[src/rtl/gen_gamma_decoder.sv]
// Gamma decoder: subtracts queued noise keys from mixed words (od = md - nk).
// The key FIFO feeds a one-entry registered valid/ready output stage.
module gen_gamma_decoder #(
  parameter int unsigned SIZE  = 8,
  parameter int unsigned DEPTH = 4
) (
  input  logic                       clk,
  input  logic                       rst_n,
  input  logic                       clr,
  input  logic [SIZE-1:0]            nk,
  input  logic                       nk_push,
  output logic                       key_full,
  output logic [$clog2(DEPTH+1)-1:0] key_cnt,
  output logic                       key_ovf,
  input  logic [SIZE:0]              md,
  input  logic                       md_valid,
  output logic                       md_ready,
  output logic [SIZE-1:0]            od,
  output logic                       od_err,
  output logic                       od_valid,
  input  logic                       od_ready
);

  localparam int unsigned PW = $clog2(DEPTH);
  localparam int unsigned CW = $clog2(DEPTH+1);
  localparam logic [CW-1:0] FullCnt = CW'(DEPTH);

  typedef enum logic [0:0] {StEmpty, StFull} state_e;

  logic [SIZE-1:0] mem [DEPTH];
  logic [PW-1:0]   wr_ptr, rd_ptr;
  logic [CW-1:0]   cnt;
  logic            ovf;
  state_e          state;

  logic            accept;
  logic            push_ok;
  logic [SIZE:0]   diff;

  assign key_cnt  = cnt;
  assign key_full = (cnt == FullCnt);
  assign key_ovf  = ovf;
  assign od_valid = (state == StFull);

  // Ready depends only on registered state and od_ready, never on md_valid.
  assign md_ready = (cnt != '0) && ((state == StEmpty) || od_ready);
  assign accept   = md_valid && md_ready;
  assign push_ok  = nk_push && ((cnt != FullCnt) || accept);
  assign diff     = md - {1'b0, mem[rd_ptr]};

  always_ff @(posedge clk) begin
    if (push_ok && !clr) begin
      mem[wr_ptr] <= nk;
    end
  end

  always_ff @(posedge clk or negedge rst_n) begin
    if (!rst_n) begin
      wr_ptr <= '0;
      rd_ptr <= '0;
      cnt    <= '0;
      ovf    <= 1'b0;
    end else if (clr) begin
      wr_ptr <= '0;
      rd_ptr <= '0;
      cnt    <= '0;
      ovf    <= 1'b0;
    end else begin
      if (push_ok) begin
        wr_ptr <= wr_ptr + PW'(1);
      end
      if (accept) begin
        rd_ptr <= rd_ptr + PW'(1);
      end
      if (nk_push && !push_ok) begin
        ovf <= 1'b1;
      end
      if (push_ok && !accept) begin
        cnt <= cnt + CW'(1);
      end else if (!push_ok && accept) begin
        cnt <= cnt - CW'(1);
      end
    end
  end

  always_ff @(posedge clk or negedge rst_n) begin
    if (!rst_n) begin
      state  <= StEmpty;
      od     <= '0;
      od_err <= 1'b0;
    end else if (clr) begin
      state <= StEmpty;
    end else begin
      unique case (state)
        StEmpty: begin
          if (accept) begin
            state  <= StFull;
            od     <= diff[SIZE-1:0];
            od_err <= diff[SIZE];
          end
        end
        StFull: begin
          if (accept) begin
            od     <= diff[SIZE-1:0];
            od_err <= diff[SIZE];
          end else if (od_ready) begin
            state <= StEmpty;
          end
        end
        default: state <= StEmpty;
      endcase
    end
  end

endmodule
[config.mk]
export PLATFORM = sky130hd
export DESIGN_NAME = gen_gamma_decoder
export DESIGN_NICKNAME = d
export VERILOG_FILES = /design/src/rtl/gen_gamma_decoder.sv
export SDC_FILE = /design/constraint.sdc
export NUM_CORES = 1
export LEC_CHECK = 0
export ABC_AREA = 1
export BUFFER_PORTS_ARGS = -buffer_cell sky130_fd_sc_hd__buf_2
export CAP_MARGIN = 15
export CORE_ASPECT_RATIO = 0.7
export CORE_UTILIZATION = 51
export DETAILED_ROUTE_END_ITERATION = 10
export PLACE_DENSITY = 0.84
export REMOVE_ABC_BUFFERS = 1
export SLEW_MARGIN = 0
export SYNTH_ARGS = -nofsm -noshare
export SYNTH_HDL_FRONTEND = slang
export SYNTH_SLANG_ARGS = --single-unit
[constraint.sdc]
create_clock -name clk -period 2.2 [get_ports clk]
set_input_delay 0.11 -clock clk [delete_from_list [all_inputs] [get_ports clk]]
set_output_delay 0.11 -clock clk [all_outputs]
set_load 0.01 [all_outputs]
==> impl_metrics.ini <==
[run_status]
outcome = completed

[synthesis]
yosysWarnings = 0
yosysTopAreaCell = edfxtp_1
synth_edf_count = 32
synthArstFlopShare_pct = 36.00
syn_inst = 246
synthFlopType = edfxtp_1
synth_area_mm2 = 0.002506
synthMostInstantiatedCell = nand2_1
synth_top_area_share_pct = 38.34
synth_cell_types = 35
synthTopCellsByCount = 71 x nand2_1, 32 x edfxtp_1, 27 x inv_1
synth-seq-cells = 50
synth_area_per_cell_um2 = 10.19
synth_area_leaders = edfxtp_1 38%, dfrtp_1 18%, nand2_1 11%, ha_1 6.0%, inv_1 4.0%
yosysSeqAreaShare_pct = 56.32

[pwr]
internal-power_w = 0.002308
power.leakage_nw = 1.437
p_comb_share_pct = 43.6
peakVddDrop_uv = 637.3
powerDensity_mw_per_mm2 = 1167
pwr-share-seq_pct = 35.1
clockPowerShare_pct = 21.3
p_sw_share_pct = 36.08
switching_power_w = 0.001302

[critical_path]
r2r_cells = 10
slowest_delay_ps = 440
cp.required_ps = 2390
rr_endpoint = od[4]
crit_cells = 10
path_buf_inv = 4
crit_path_top_delay_cell = dfrtp_1
cp_common_cell = buf_4
critical_path_class = reg -> reg
path_cells = clkinvlp_4 -> buf_6 -> nand2_2 -> a32oi_2 -> buf_4 -> fa_2 -> o21ai_2 -> buf_4 -> xnor2_1 -> o21ai_1
crit_arrival_ps = 2350
crit_path_end_kind = register
crit_fanout = 7
worstReg2RegStart = rd_ptr[0]
worst_setup_path_start_kind = register
r2r_setup_slack_ps = 40
path_delay_family = buffers and inverters

[sta]
slew_violations = 0
finalSetupViolations = 0
post-route-min-period_ps = 2159
finalHoldViolations = 0
tightest_slew_ps = 413.1
relSlewSlack_pct = 72.46
skew_ps = 15.44
rsz0062_at_grt = true
finalCritPeriodShare_pct = 98.15
fmax_ghz = 0.4631

[clock_tree]
cts_root_buf = clkbuf_8
clock_latency_ps = 310
cts-htree-levels = 2
cts_tree = yes
clockBufferDepth = 2
numCtsBuffers = 5
clk_pin_slew_worst_paths_ps = 100
cts_num_sinks = 50

[place]
numPortBuffers = 38
dp_hpwl_mm = 3.618
gp_congestion = 0.8194
placed_cell_area_mm2 = 0.002815

[global_route]
grt_overflow = 0
grt_usage_pct = 20.63
grt_pass1_vias = 1653
grt_pass1_wl_mm = 7.859
antenna_found_initial = 0
grt_max_degree = 19

[min_path]
holdPathStages = 1
hold_end = mem[2][4]
min_from = nk[4]
hold_path_class = in -> reg

[finish]
final_nets = 340
final_core_util_pct = 68.29
final_area_mm2 = 0.003093
syn_to_final_growth_pct = 23.42
num_antenna_cells = 0
fillers = 336
drive_gt1_share_pct = 28.95

[floorplan]
start_util_pct = 55.33
die_x_um = 85.79
rows = 20
core_mm2 = 0.004529
die_height_um = 60.65
pin_count = 39
dieArea_mm2 = 0.005203

[routing]
drt_iter0_markers = 91
num_vias = 1878
via_per_inst = 5.076
wl_mm = 5.058
post-route-drc-count = 0
firstDrtPassIters = 4
ant_nets = 0
routedWlPerCell_um = 13.67

[run]
cap_viol_max_count = 0
[worst max-delay path by stage]
stage | slack, ps | start | end
finish | 40 | rd_ptr[0] | od[4]
global route | -70 | rd_ptr[0] | od[7]
CTS | 40 | rd_ptr[0] | od[6]
detailed placement | 4 | rd_ptr[0] | od[6]
global placement | 140 | rd_ptr[1] | od[7]
floorplan | -290 | rd_ptr[0] | od[6]
[cells by family after synthesis]
group	synth area share, %
AOI/OAI and AO/OA	9.686
xor gates and xnor gates	1.398
adders and majority gates	7.589
buffers and inverters	5.741
DFF	56.32
and+or+nand+nor	19.27
[worst reg2reg max path: cells and delay by family, from the launching register on]
| kind | cells | cell delay, ps |
|---|---|---|
| buf+inv | 4 | 650 |
| flops | 1 | 440 |
| fa+ha+maj | 1 | 400 |
| compound gates | 3 | 380 |
| xor+xnor | 1 | 130 |
| simple gates | 1 | 50 |
[power groups by stage]
stage	Clock (W)	Combinational [W]	Sequential, W
2_1_floorplan	0	0.000902	0.00133
3_3_place_gp	0	0.00134	0.00127
3_5_place_dp	0	0.00139	0.00128
4_1_cts	0.000769	0.00141	0.00126
5_1_grt	0.000806	0.00177	0.00129
6_report	0.000769	0.00157	0.00127
[cell type report]
type                    instances  area [um2]  area share, %
clock buffers                   5       68.82          2.225
clock inverters                 3       68.82          2.225
inverters                      30       118.9          3.843
multi-input cells             161        1011          32.69
flip-flops and latches         50        1411          45.63
well taps                      66       82.58          2.670
repair buffers                 55       331.6          10.72
[stage by stage]
stage          cells  hold WS, ps  TNS (ps)  power (W)  setup slack (ps)
6_report         370        5.475         0   0.003610             40.70
5_1_grt          370        8.177    -242.2   0.003861            -69.42
4_1_cts          363        7.694         0   0.003435             36.43
3_5_place_dp     354        64.73         0   0.002667             3.739
3_3_place_gp     354        58.66         0   0.002615             136.4
2_1_floorplan    241       -185.6    -820.9   0.002236            -288.0
[what timing repair did]
action	in CTS	in global routing
setup buffers	0	7
resized for setup	1	17
pin swaps	0	5
setup endpoints to repair	2	5
endpoints found under the hold margin	18	0
hold buffers	1	0
[placed cells by master (no fill, tap or decap), types with 5 or more instances in the layout]
cell type / n
a21oi_1: 12
a32o_1: 5
buf_2: 38
buf_4: 13
clkbuf_8: 5
dfrtp_1: 18
edfxtp_1: 32
ha_1: 9
inv_1: 26
nand2_1: 70
nand3_1: 7
nor2_1: 12
o21ai_1: 5
[sequential cells by signal, summed over array words and instances, names as in the netlist]
register and cells:
wr_ptr 2, od 8, mem 32, key_ovf 1, od_valid 1, od_err 1, key_cnt 3, rd_ptr 2
[per-layer routing]
metal | GRT usage, % | up-vias | part of all wire (%) | routed length [um]
met3 | 5.578 | 11 | 6.7 | 341
met2 | 32.57 | 59 | 47 | 2383
li1 | - | 935 | - | -
met1 | 27.64 | 873 | 44 | 2241
met4 | 9.048 | 0 | 1.8 | 91
met5 | 0 | - | 0 | 0
Power figures use the tool's default switching activity.
